File: src/rtl/mem_arb_pkg.sv
// Shared types and constants for the memory-port arbiter.
package mem_arb_pkg;

    typedef enum logic [1:0] {
        S_IDLE   = 2'd0,
        S_ACCESS = 2'd1,
        S_DONE   = 2'd2
    } state_t;

    localparam logic PORT_FETCH = 1'b0;
    localparam logic PORT_DATA  = 1'b1;

    // Round-robin pick: a tie goes to the port that did not win last time.
    function automatic logic rr_grant(input logic req0, input logic req1, input logic last);
        logic g;
        if (req0 && req1) g = ~last;
        else if (req1)    g = PORT_DATA;
        else              g = PORT_FETCH;
        return g;
    endfunction

endpackage

File: src/rtl/mem_port_arbiter_lat_counter.sv
// Loadable down-counter that times one memory access; zero flags terminal count.
module lat_counter #(
    parameter int CNT_W = 4
) (
    input  logic             i_clk,
    input  logic             i_rst,
    input  logic             i_load,
    input  logic [CNT_W-1:0] i_load_val,
    input  logic             i_dec,
    output logic             o_zero
);

    logic [CNT_W-1:0] r_cnt;

    always_ff @(posedge i_clk) begin
        if (i_rst) begin
            r_cnt <= '0;
        end else if (i_load) begin
            r_cnt <= i_load_val;
        end else if (i_dec && (r_cnt != '0)) begin
            r_cnt <= r_cnt - CNT_W'(1);
        end
    end

    assign o_zero = (r_cnt == '0);

endmodule

File: src/rtl/mem_port_arbiter.sv
// Shared memory-port sequencer: round-robin grant between fetch and load/store,
// fixed-latency access, one-cycle ack and registered read data.
//
// state    | meaning
// S_IDLE   | waiting for a request; requests sampled only here
// S_ACCESS | memory enabled, latency counter running
// S_DONE   | ack to granted port, read data already captured
module mem_port_arbiter
    import mem_arb_pkg::*;
#(
    parameter int MEM_LAT = 2,
    parameter int CNT_W   = 4
) (
    input  logic        i_clk,
    input  logic        i_rst,
    input  logic        i_req0,
    input  logic        i_req1,
    input  logic        i_we1,
    input  logic [31:0] i_mem_rdata,
    output logic        o_sel,
    output logic        o_mem_en,
    output logic        o_mem_we,
    output logic        o_ack0,
    output logic        o_ack1,
    output logic [31:0] o_rdata,
    output logic        o_busy
);

    localparam logic [CNT_W-1:0] LOAD_VAL = CNT_W'(MEM_LAT - 1);

    state_t      r_state;
    state_t      w_next;
    logic        r_sel;
    logic        r_wr;
    logic        r_last;
    logic [31:0] r_rdata;
    logic        w_start;
    logic        w_grant;
    logic        w_zero;
    logic        w_capture;

    assign w_start   = (r_state == S_IDLE) && (i_req0 || i_req1);
    assign w_grant   = rr_grant(i_req0, i_req1, r_last);
    assign w_capture = (r_state == S_ACCESS) && w_zero && !r_wr;

    lat_counter #(.CNT_W(CNT_W)) u_lat_counter (
        .i_clk      (i_clk),
        .i_rst      (i_rst),
        .i_load     (w_start),
        .i_load_val (LOAD_VAL),
        .i_dec      (r_state == S_ACCESS),
        .o_zero     (w_zero)
    );

    always_ff @(posedge i_clk) begin
        if (i_rst) begin
            r_state <= S_IDLE;
        end else begin
            r_state <= w_next;
        end
    end

    always_ff @(posedge i_clk) begin
        if (i_rst) begin
            r_sel   <= PORT_FETCH;
            r_wr    <= 1'b0;
            r_last  <= PORT_DATA;
            r_rdata <= '0;
        end else begin
            if (w_start) begin
                r_sel  <= w_grant;
                r_wr   <= i_we1 & w_grant;
                r_last <= w_grant;
            end
            if (w_capture) begin
                r_rdata <= i_mem_rdata;
            end
        end
    end

    always_comb begin
        w_next   = r_state;
        o_sel    = 1'b0;
        o_mem_en = 1'b0;
        o_mem_we = 1'b0;
        o_ack0   = 1'b0;
        o_ack1   = 1'b0;
        o_busy   = 1'b0;
        case (r_state)
            S_IDLE: begin
                if (w_start) w_next = S_ACCESS;
            end
            S_ACCESS: begin
                o_sel    = r_sel;
                o_mem_en = 1'b1;
                o_mem_we = r_wr;
                o_busy   = 1'b1;
                if (w_zero) w_next = S_DONE;
            end
            S_DONE: begin
                o_sel  = r_sel;
                o_ack0 = (r_sel == PORT_FETCH);
                o_ack1 = (r_sel == PORT_DATA);
                o_busy = 1'b1;
                w_next = S_IDLE;
            end
            default: begin
                w_next = S_IDLE;
            end
        endcase
    end

    assign o_rdata = r_rdata;

endmodule

File: config.mk
export PLATFORM = sky130hd
export DESIGN_NAME = mem_port_arbiter
export DESIGN_NICKNAME = d
export VERILOG_FILES = /design/src/rtl/mem_arb_pkg.sv /design/src/rtl/mem_port_arbiter_lat_counter.sv /design/src/rtl/mem_port_arbiter.sv
export SDC_FILE = /design/constraint.sdc
export NUM_CORES = 1
export LEC_CHECK = 0
export BUFFER_PORTS_ARGS = -buffer_cell sky130_fd_sc_hd__buf_2
export CAP_MARGIN = 20
export CORE_MARGIN = 2
export CORE_UTILIZATION = 40
export CTS_CLUSTER_DIAMETER = 200
export DETAILED_ROUTE_END_ITERATION = 10
export GPL_ROUTABILITY_DRIVEN = 1
export PLACE_DENSITY = 0.71
export SLEW_MARGIN = 5
export SYNTH_ARGS = -nofsm -noshare
export SYNTH_HDL_FRONTEND = slang
export SYNTH_SLANG_ARGS = --single-unit
File: constraint.sdc
create_clock -name i_clk -period 1.4 [get_ports i_clk]
set_input_delay 0.07 -clock i_clk [delete_from_list [all_inputs] [get_ports i_clk]]
set_output_delay 0.07 -clock i_clk [all_outputs]
set_load 0.02 [all_outputs]
* Word level (Yosys, flattened, before mapping)
Index checks and enable logic that the tools add are counted.
** Word-level totals
- Word-level logic and storage cells :: 42
- Output and inout bits :: 38
- Register bits after elaboration :: 41
- Input port bits :: 37
** Operators by class
- Equal/unequal tests :: 4
- $add $sub $neg :: 1
- Reductions and logical operators :: 14
- Multiplexer cells :: 13
- Bitwise gates (word level) :: 3
** Operator list (count)
- $mux 1 :: 10
- $logic_and 1x1->1 :: 5
- $logic_not 4->1 :: 1
- $mux 2 :: 2
- $pmux 2 s2 :: 1
- $reduce_bool 4->1 :: 1
- $reduce_or 2->1 :: 2
- $sub 4x1->4 const B :: 1
- $eq 2x1->1 const B :: 1
- $eq 2x2->1 const B :: 1
- $logic_not 2->1 :: 1
- $ne 2x1->1 const B :: 1
- $ne 2x2->1 const B :: 1
- $not 1->1 :: 2
- $reduce_and 2->1 :: 1
- $reduce_bool 2->1 :: 1
- $and 1x1->1 :: 1
- $logic_not 1->1 :: 1
- $logic_or 1x1->1 :: 1

* Depth between registers and ports, before layout
Gate-level depths: netlist of run 1.
- Word-level depth :: 4
- Depth in mapped cells :: 8
- Mapped depth without buffers :: 5

* Cells and area by module
A second synthesis of run 1 with hierarchy kept.
** Unflattened totals
- Cell total of the unflattened synthesis :: 207
- Area, all modules :: 1771.7 sq um
** Modules (own cells, without submodules)
- mem_port_arbiter :: times used 1, area an instance 1508.9 sq um, cells an instance 178, sequential area each 740.7 sq um
- lat_counter :: times used 1, area an instance 262.8 sq um, cells an instance 29, sequential area each 80.1 sq um

* Least setup slack after synthesis of run 1
Ideal clock, no wire load.
- Path type :: reg2reg
- Start :: reg r_state[1]
- End :: reg u_lat_counter.r_cnt[3]
- Clock period less this slack :: 1648 ps
- Library setup time :: 70 ps
- Buffers on the path :: 1
- Required time :: 1330 ps
- Arrival time :: 1578 ps
- Setup slack :: -248 ps
- Cell stages (with the launch flop) :: 7
- Cell sequence :: dfxtp_1 -> inv_1 -> ha_1 -> buf_2 -> inv_1 -> or4_1 -> a21oi_1
** Between the ends
- Longest elaborated chain between the ends :: 3
- Elaborated cells on any way between the ends :: 5
- Those cells by class :: eq/ne (1); reduce/logical (4)
** RTL lines
- start, declared :: line mem_port_arbiter.sv:31 : state_t r_state;
- start signal, assigned :: line mem_port_arbiter.sv:59 : r_state <= w_next;
- $logic_not 2->1 :: line mem_port_arbiter.sv:42 : assign w_start = (r_state == S_IDLE) && (i_req0 || i_req1);
- $logic_and 1x1->1 :: line mem_port_arbiter.sv:42
- $reduce_or 2->1 (no line)
- end signal, assigned :: line mem_port_arbiter_lat_counter.sv:19 : r_cnt <= i_load_val;
- end signal, assigned :: line mem_port_arbiter_lat_counter.sv:21 : r_cnt <= r_cnt - CNT_W'(1);
- end, declared :: line mem_port_arbiter_lat_counter.sv:13 : logic [CNT_W-1:0] r_cnt;
Several ways; a longest one is shown, not always the timed one.
A chain may end at the register's enable or synchronous reset.

* Worst setup path after layout of run 1
- Start :: reg u_lat_counter.r_cnt[0]
- End :: reg r_rdata[31], in the netlist o_rdata[31]
** Between the ends
- Longest elaborated chain between the ends :: 3
** RTL lines
- $logic_not 4->1 :: line mem_port_arbiter_lat_counter.sv:25 : assign o_zero = (r_cnt == '0);
- $logic_and 1x1->1 (2 in series) :: line mem_port_arbiter.sv:44 : assign w_capture = (r_state == S_ACCESS) && w_zero && !r_wr;
- end signal, assigned :: line mem_port_arbiter.sv:76 : r_rdata <= i_mem_rdata;
- end, declared :: line mem_port_arbiter.sv:36 : logic [31:0] r_rdata;
No other way between the ends.

==> impl_metrics.csv, run 1 <==
group,metric,value,unit
drt,wire_per_inst,14.67,µm
worst_setup_path,crit_family,"simple AND/OR/NAND/NOR gates",
drt,drt_iter0_markers,97,
worst_setup_path,r2r-end,"o_rdata[31]",
synthesis,yosysTopAreaCellShare,46.76,%
cts,cts_buffers,5,
cts,cts.path.max_buffers,2,
cts,root_buffer,"clkbuf_8",
worst_setup_path,crit_buf_inv,3,
drt,routed_wirelength,5092,µm
drt,num_vias,1843,
final_layout,syn_to_final_growth,59.44,%
timing,setup_viol,36,
final_layout,instances_no_fill,347,
hold_path,min-delay-start,"i_mem_rdata[1]",
placement,dp_cells,328,
drt,ant_nets,0,
run,maxCapViolCount,0,
timing,rsz0062_at_grt,"yes",
drt,first_pass_iters,4,
global_route,track_usage,19.21,%
worst_setup_path,ff2ff_path_depth,7,
timing,min_period,1.559,ns
synthesis,synth-main-ff-cell,"dfxtp_1",
worst_setup_path,reg2reg_from,"u_lat_counter.r_cnt[0]",
synthesis,yosysMostFrequentCell,"dfxtp_1",
hold_path,hold_class,"in2reg",
timing,tns,-3.993,ns
status,status,"finished with violations",
timing,drv_slew,0,
power,ir_drop,0.0007691,V
worst_setup_path,critPathKind,"reg2reg",
synthesis,synth-seq-cells,41,
worst_setup_path,cpMaxStageDelayCell,"or3b_4",
die,row_count,24,
worst_setup_path,start_kind,"register",
timing,period_share,111.4,%
die,die_x,70.25,µm
synthesis,yosys_warnings,0,
worst_setup_path,worstPathRequired,1.57,ns
timing,worstMarginPinSlew,0.3998,ns
worst_setup_path,endpoint,"o_rdata[31]",
die,fp.dieH,70.25,µm
synthesis,yosys.area.top_type,"dfxtp_1",
final_layout,drive_above_1_share,53.90,%
synthesis,yosysSeqAreaShare,46.76,%
cts,cts_num_sinks,41,
final_layout,antenna_cells,0,
placement,io_buffers,74,
global_route,grt_pass1_vias,1703,
power,power_density,1471,mW/mm²
synthesis,synth_cell_type_count,30,
global_route,grt_pass1_wl,7693,µm
worst_setup_path,arrival,1.73,ns
timing,fin_skew,0.006163,ns
synthesis,syn_nets,246,
synthesis,ys_top_cells_by_count,"dfxtp_1, a21oi_1, o21ai_0",
final_layout,nNetsFinal,336,
die,initial_utilization,40.88,%
worst_setup_path,crit_chain,"inv_2 -> ha_4 -> or3b_4 -> buf_12 -> buf_16 -> o21ai_2 -> a21oi_1",
worst_setup_path,max_stage_delay,0.42,ns
global_route,overflow,0,
die,ios,75,
placement,gp_congestion,0.8223,
worst_setup_path,worstPathMaxFanout,4,
cts,htree_levels,2,
power,p_leak,1.172,nW
timing,setup_ws,-0.1591,ns
die,die_area,0.004934,mm²
placement,hpwl,3045,µm
global_route,grt_max_degree,33,
synthesis,syn_inst,204,
worst_setup_path,endpoint_kind,"register",
global_route,antenna_found_initial,0,
worst_setup_path,rrSetupSlack,-0.16,ns
timing,finalHoldViolCount,0,
cts,cts_tree,"yes",
drt,route.detailed.drc,0,
synthesis,synth_edf_count,0,
timing,clock.fmax,0.6414,GHz
synthesis,synth.area.top_cells,"dfxtp_1, a21oi_1, o21ai_0, nand3_1, ha_1",
synthesis,netlist_area,0.001755,mm²
cts,cts.clk_slew.worst_paths,0.08,ns
die,coreArea,0.004294,mm²
worst_setup_path,crit_start,"u_lat_counter.r_cnt[0]",
status,violations,"negative setup slack",
worst_setup_path,path_depth,7,
timing,relSlewSlack,73.32,%
drt,via_per_inst,5.311,
synthesis,synthArstFlopShare,0,%
synthesis,syn_avg_cell_area,8.605,µm²
cts,clock_latency,0.29,ns
[report_power, final]
| part | internal, mW | switching, mW |
|---|---|---|
| Combinational | 0.793 | 0.945 |
| Sequential | 1.30 | 0.0985 |
| Clock | 0.581 | 0.395 |
[cell type report]
| cell class | count | area (µm²) |
|---|---|---|
| Clock inverter | 1 | 30.03 |
| Inverter | 5 | 21.27 |
| Timing Repair Buffer | 102 | 733.2 |
| Clock buffer | 7 | 86.33 |
| Sequential cell | 41 | 830.8 |
| Tap cell | 52 | 65.06 |
| Multi-Input combinational cell | 139 | 1032 |
| Fill cell | 352 | 1495 |
[cell families after synthesis]
logic type | synth area share (%)
AOI/OAI and AO/OA | 25.09
xor gates and xnor gates | 0.4990
adders and majority gates | 3.564
buffers and inverters | 7.555
DFF | 46.76
muxes | 0.5702
and+or+nand+nor | 15.97
[sequential cells by signal, indices dropped and copies added (netlist names)]
name and cells:
o_rdata 32, u_lat_counter.r_cnt 4, r_state 2, r_last 1, r_sel 1, r_wr 1
[per-stage QoR]
stage | total power [mW] | util, % | setup WS [ns] | hold WS [ns] | area (µm²)
finish | 4.118 | 65.18 | -0.1591 | 0.03008 | 2799
detailed placement | 2.636 | 53.06 | -0.1293 | 0.2945 | 2278
floorplan | 2.251 | - | -0.02643 | 0.2029 | 1800
CTS | 3.943 | 61.25 | -0.1125 | 0.02492 | 2630
global route | 4.335 | 65.18 | -0.2251 | 0.03069 | 2799
global placement | 2.618 | 53.06 | -0.07669 | 0.2932 | 2278
[worst min path at each step]
stage                     cells past startpoint           to  slack, ns
after detailed placement                      2         r_wr       0.29
after global placement                        2         r_wr       0.29
after floorplan                               1         r_wr       0.20
after global routing                          3  o_rdata[10]       0.03
final                                         3   o_rdata[1]       0.03
after CTS                                     3   o_rdata[1]       0.02
[per-layer routing]
| metal | global-route usage (%) | vias up | wire (µm) |
|---|---|---|---|
| met5 | 0 | - | 0 |
| met2 | 31.03 | 83 | 2585 |
| met1 | 25.23 | 843 | 2141 |
| met3 | 4.473 | 4 | 339 |
| li1 | - | 913 | - |
| met4 | 6.410 | 0 | 25 |
[cells in the final DEF (no fill, tap or decap), drive strengths merged]
| cell | count |
|---|---|
| nand2 | 1 |
| or3 | 1 |
| or3b | 1 |
| a21o | 1 |
| dlygate4sd3 | 1 |
| mux2i | 1 |
| o22ai | 1 |
| a22oi | 1 |
| dfxtp | 41 |
| xor2 | 1 |
| nor2 | 2 |
| bufinv | 1 |
| nand2b | 4 |
| or4 | 1 |
| and2 | 3 |
| a21oi | 36 |
| a22o | 1 |
| buf | 101 |
| clkbuf | 7 |
| or2 | 1 |
| a31oi | 2 |
| nand3 | 33 |
| o21ai | 35 |
| a211oi | 2 |
| ha | 5 |
| a311oi | 1 |
| nor2b | 3 |
| o211ai | 1 |
| inv | 5 |
| nor3b | 1 |
[what timing repair did]
action / CTS / global route
hold endpoints to repair: 1 / 0
buffers inserted: 5 / 3
hold buffers: 1 / 0
endpoints found under the setup margin: 40 / 42
gates resized for setup: 33 / 40
gates cloned: 3 / 1
pin swaps: 19 / 16
[worst reg2reg max path, cell delays in order, from the launching register on]
cell and delay (ns):
dfxtp_2 0.34, inv_2 0.07, ha_4 0.13, or3b_4 0.42, buf_12 0.16, buf_16 0.13
o21ai_2 0.12, a21oi_1 0.08
Note: power is estimated with default switching activity, not from simulation.
==> inputs of run 2 (changes only) <==
--- a/config.mk
+++ b/config.mk
@@ -9,11 +9,12 @@
 export CAP_MARGIN = 20
 export CORE_MARGIN = 2
 export CORE_UTILIZATION = 40
+export CTS_BUF_LIST = sky130_fd_sc_hd__clkbuf_8
 export CTS_CLUSTER_DIAMETER = 200
 export DETAILED_ROUTE_END_ITERATION = 10
 export GPL_ROUTABILITY_DRIVEN = 1
 export PLACE_DENSITY = 0.71
-export SLEW_MARGIN = 5
+export SLEW_MARGIN = 20
 export SYNTH_ARGS = -nofsm -noshare
 export SYNTH_HDL_FRONTEND = slang
 export SYNTH_SLANG_ARGS = --single-unit
==> impl_metrics.csv, run 2 (synthesis gave the netlist of run 1 again) <==
group,metric,value,unit
global_route,overflow,0,
final_layout,layout_common_cells,"buf_2, dfxtp_1, nand3_1",
worst_setup_path,arrival,1.74,ns
timing,tns,-3.487,ns
run,maxCapViolCount,0,
power,p_clk_share,23.5,%
worst_setup_path,worstPathMaxFanout,5,
worst_setup_path,crit_chain,"inv_2 -> ha_4 -> or3b_4 -> buf_12 -> buf_16 -> o21ai_4 -> a21oi_2",
power,p_leak,1.176,nW
timing,relSlewSlack,79.08,%
worst_setup_path,max_stage_delay,0.42,ns
drt,first_pass_iters,4,
worst_setup_path,crit_family,"simple AND/OR/NAND/NOR gates",
power,p_sw_share,35.19,%
timing,drv_slew,0,
final_layout,syn_to_final_growth,60.51,%
power,seq_power_share,34.2,%
timing,fin_skew,0.006587,ns
cts,cts_tree,"yes",
global_route,grt_max_degree,33,
timing,clock.fmax,0.6387,GHz
worst_setup_path,endpoint_kind,"register",
cts,root_buffer,"clkbuf_8",
placement,io_buffers,74,
placement,dpl_worst_slack,-0.1293,ns
cts,cts_buffers,5,
hold_path,hold_class,"in2reg",
global_route,track_usage,19.10,%
die,die_x,70.25,µm
placement,gp_congestion,0.8223,
placement,hpwl,3045,µm
die,fp.dieH,70.25,µm
global_route,antenna_found_initial,0,
worst_setup_path,worstPathRequired,1.57,ns
power,ir_drop,0.0007003,V
die,initial_utilization,40.88,%
drt,num_vias,1814,
final_layout,drive_above_1_share,56.12,%
drt,routed_wirelength,4975,µm
drt,route.detailed.drc,0,
hold_path,min-delay-start,"i_mem_rdata[1]",
timing,rsz0062_at_grt,"yes",
timing,finalHoldViolCount,0,
final_layout,nNetsFinal,335,
worst_setup_path,start_kind,"register",
global_route,grt_pass1_wl,7638,µm
die,ios,75,
die,row_count,24,
worst_setup_path,crit_start,"u_lat_counter.r_cnt[1]",
worst_setup_path,crit_buf_inv,3,
drt,via_per_inst,5.243,
timing,min_period,1.566,ns
drt,wire_per_inst,14.38,µm
worst_setup_path,reg2reg_from,"u_lat_counter.r_cnt[1]",
power,cellInternalPower,2.672,mW
cts,clock_latency,0.29,ns
worst_setup_path,critPathKind,"reg2reg",
final_layout,final_common_cell,"buf_2",
die,coreArea,0.004294,mm²
timing,period_share,111.8,%
final_layout,largest_reg_flops,32,
timing,worstMarginPinSlew,0.3134,ns
drt,ant_nets,0,
cts,cts_num_sinks,41,
cts,cts.path.max_buffers,2,
cts,cts.clk_slew.worst_paths,0.08,ns
worst_setup_path,cpMaxStageDelayCell,"or3b_4",
cts,htree_levels,2,
status,violations,"negative setup slack",
final_layout,antenna_cells,0,
die,die_area,0.004934,mm²
status,status,"finished with violations",
power,pwr-share-comb,42.3,%
global_route,grt_pass1_vias,1720,
drt,drt_iter0_markers,79,
power,power_density,1463,mW/mm²
timing,setup_viol,37,
timing,setup_ws,-0.1657,ns
power,p_switching,1.451,mW
run 2: changes by cell type in the layout (fill, tap and decap cells not counted), sizes merged:
cell,before,now
clkbuf,7,6
inv,5,6
buf,101,100
run 2: stage by stage:
step	cells	utilization (%)	hold WS (ns)	instance area [µm²]	power, mW
2_1_floorplan	204	-	0.2029	1800	2.251
3_3_place_gp	328	53.06	0.2932	2278	2.618
3_5_place_dp	328	53.06	0.2945	2278	2.636
4_1_cts	344	60.98	0.02492	2619	3.916
5_1_grt	346	65.62	0.03069	2818	4.344
6_report	346	65.62	0.02914	2818	4.123
run 2: repair_timing:
item | 4_1_cts | 5_1_grt
hold buffers | 1 | 0
endpoints found under the hold margin | 1 | 0
setup buffers | 5 | 3
gates resized for setup | 32 | 47
pin swaps | 26 | 13
gates cloned | 3 | 0
endpoints found under the setup margin | 40 | 43
run 2: layer usage:
| metal | track usage (%) | wire length [µm] | vias up |
|---|---|---|---|
| met4 | 5.128 | 44 | 0 |
| met5 | 0 | 0 | - |
| met2 | 33.02 | 2527 | 61 |
| met1 | 23.55 | 2121 | 835 |
| met3 | 4.762 | 281 | 6 |
| li1 | - | - | 912 |
run 2: layout make-up:
class	instances	area (µm²)
sequential	41	830.8
fill	359	1476
multi-input combinational	139	1060
clock buffer	6	82.58
tap	52	65.06
clock inverter	2	33.78
timing repair buffer	101	724.4
inverter	5	21.27
run 2: tightest hold or removal path, delay by kind of cell:
kind / cells / cell delay, ns
AOI/OAI and AO/OA: 1 / 0.05
and+or+nand+nor: 1 / 0.05
buffers and inverters: 1 / 0.10
run 2: path summary, 6_finish.rpt:
kind                                    end  slack (ns)  cells after the start
worst min register to register  o_rdata[20]        0.46                      2
worst max-delay path            o_rdata[27]       -0.17                      7
worst max register to register  o_rdata[27]       -0.17                      7
worst min-delay path             o_rdata[1]        0.03                      3
run 2: power by group through the flow:
stage	registers (mW)	clock network (mW)	logic, mW
6_report	1.41	0.968	1.75
5_1_grt	1.42	1.04	1.88
4_1_cts	1.39	0.979	1.55
3_5_place_dp	1.40	0	1.23
3_3_place_gp	1.40	0	1.22
2_1_floorplan	1.52	0	0.732
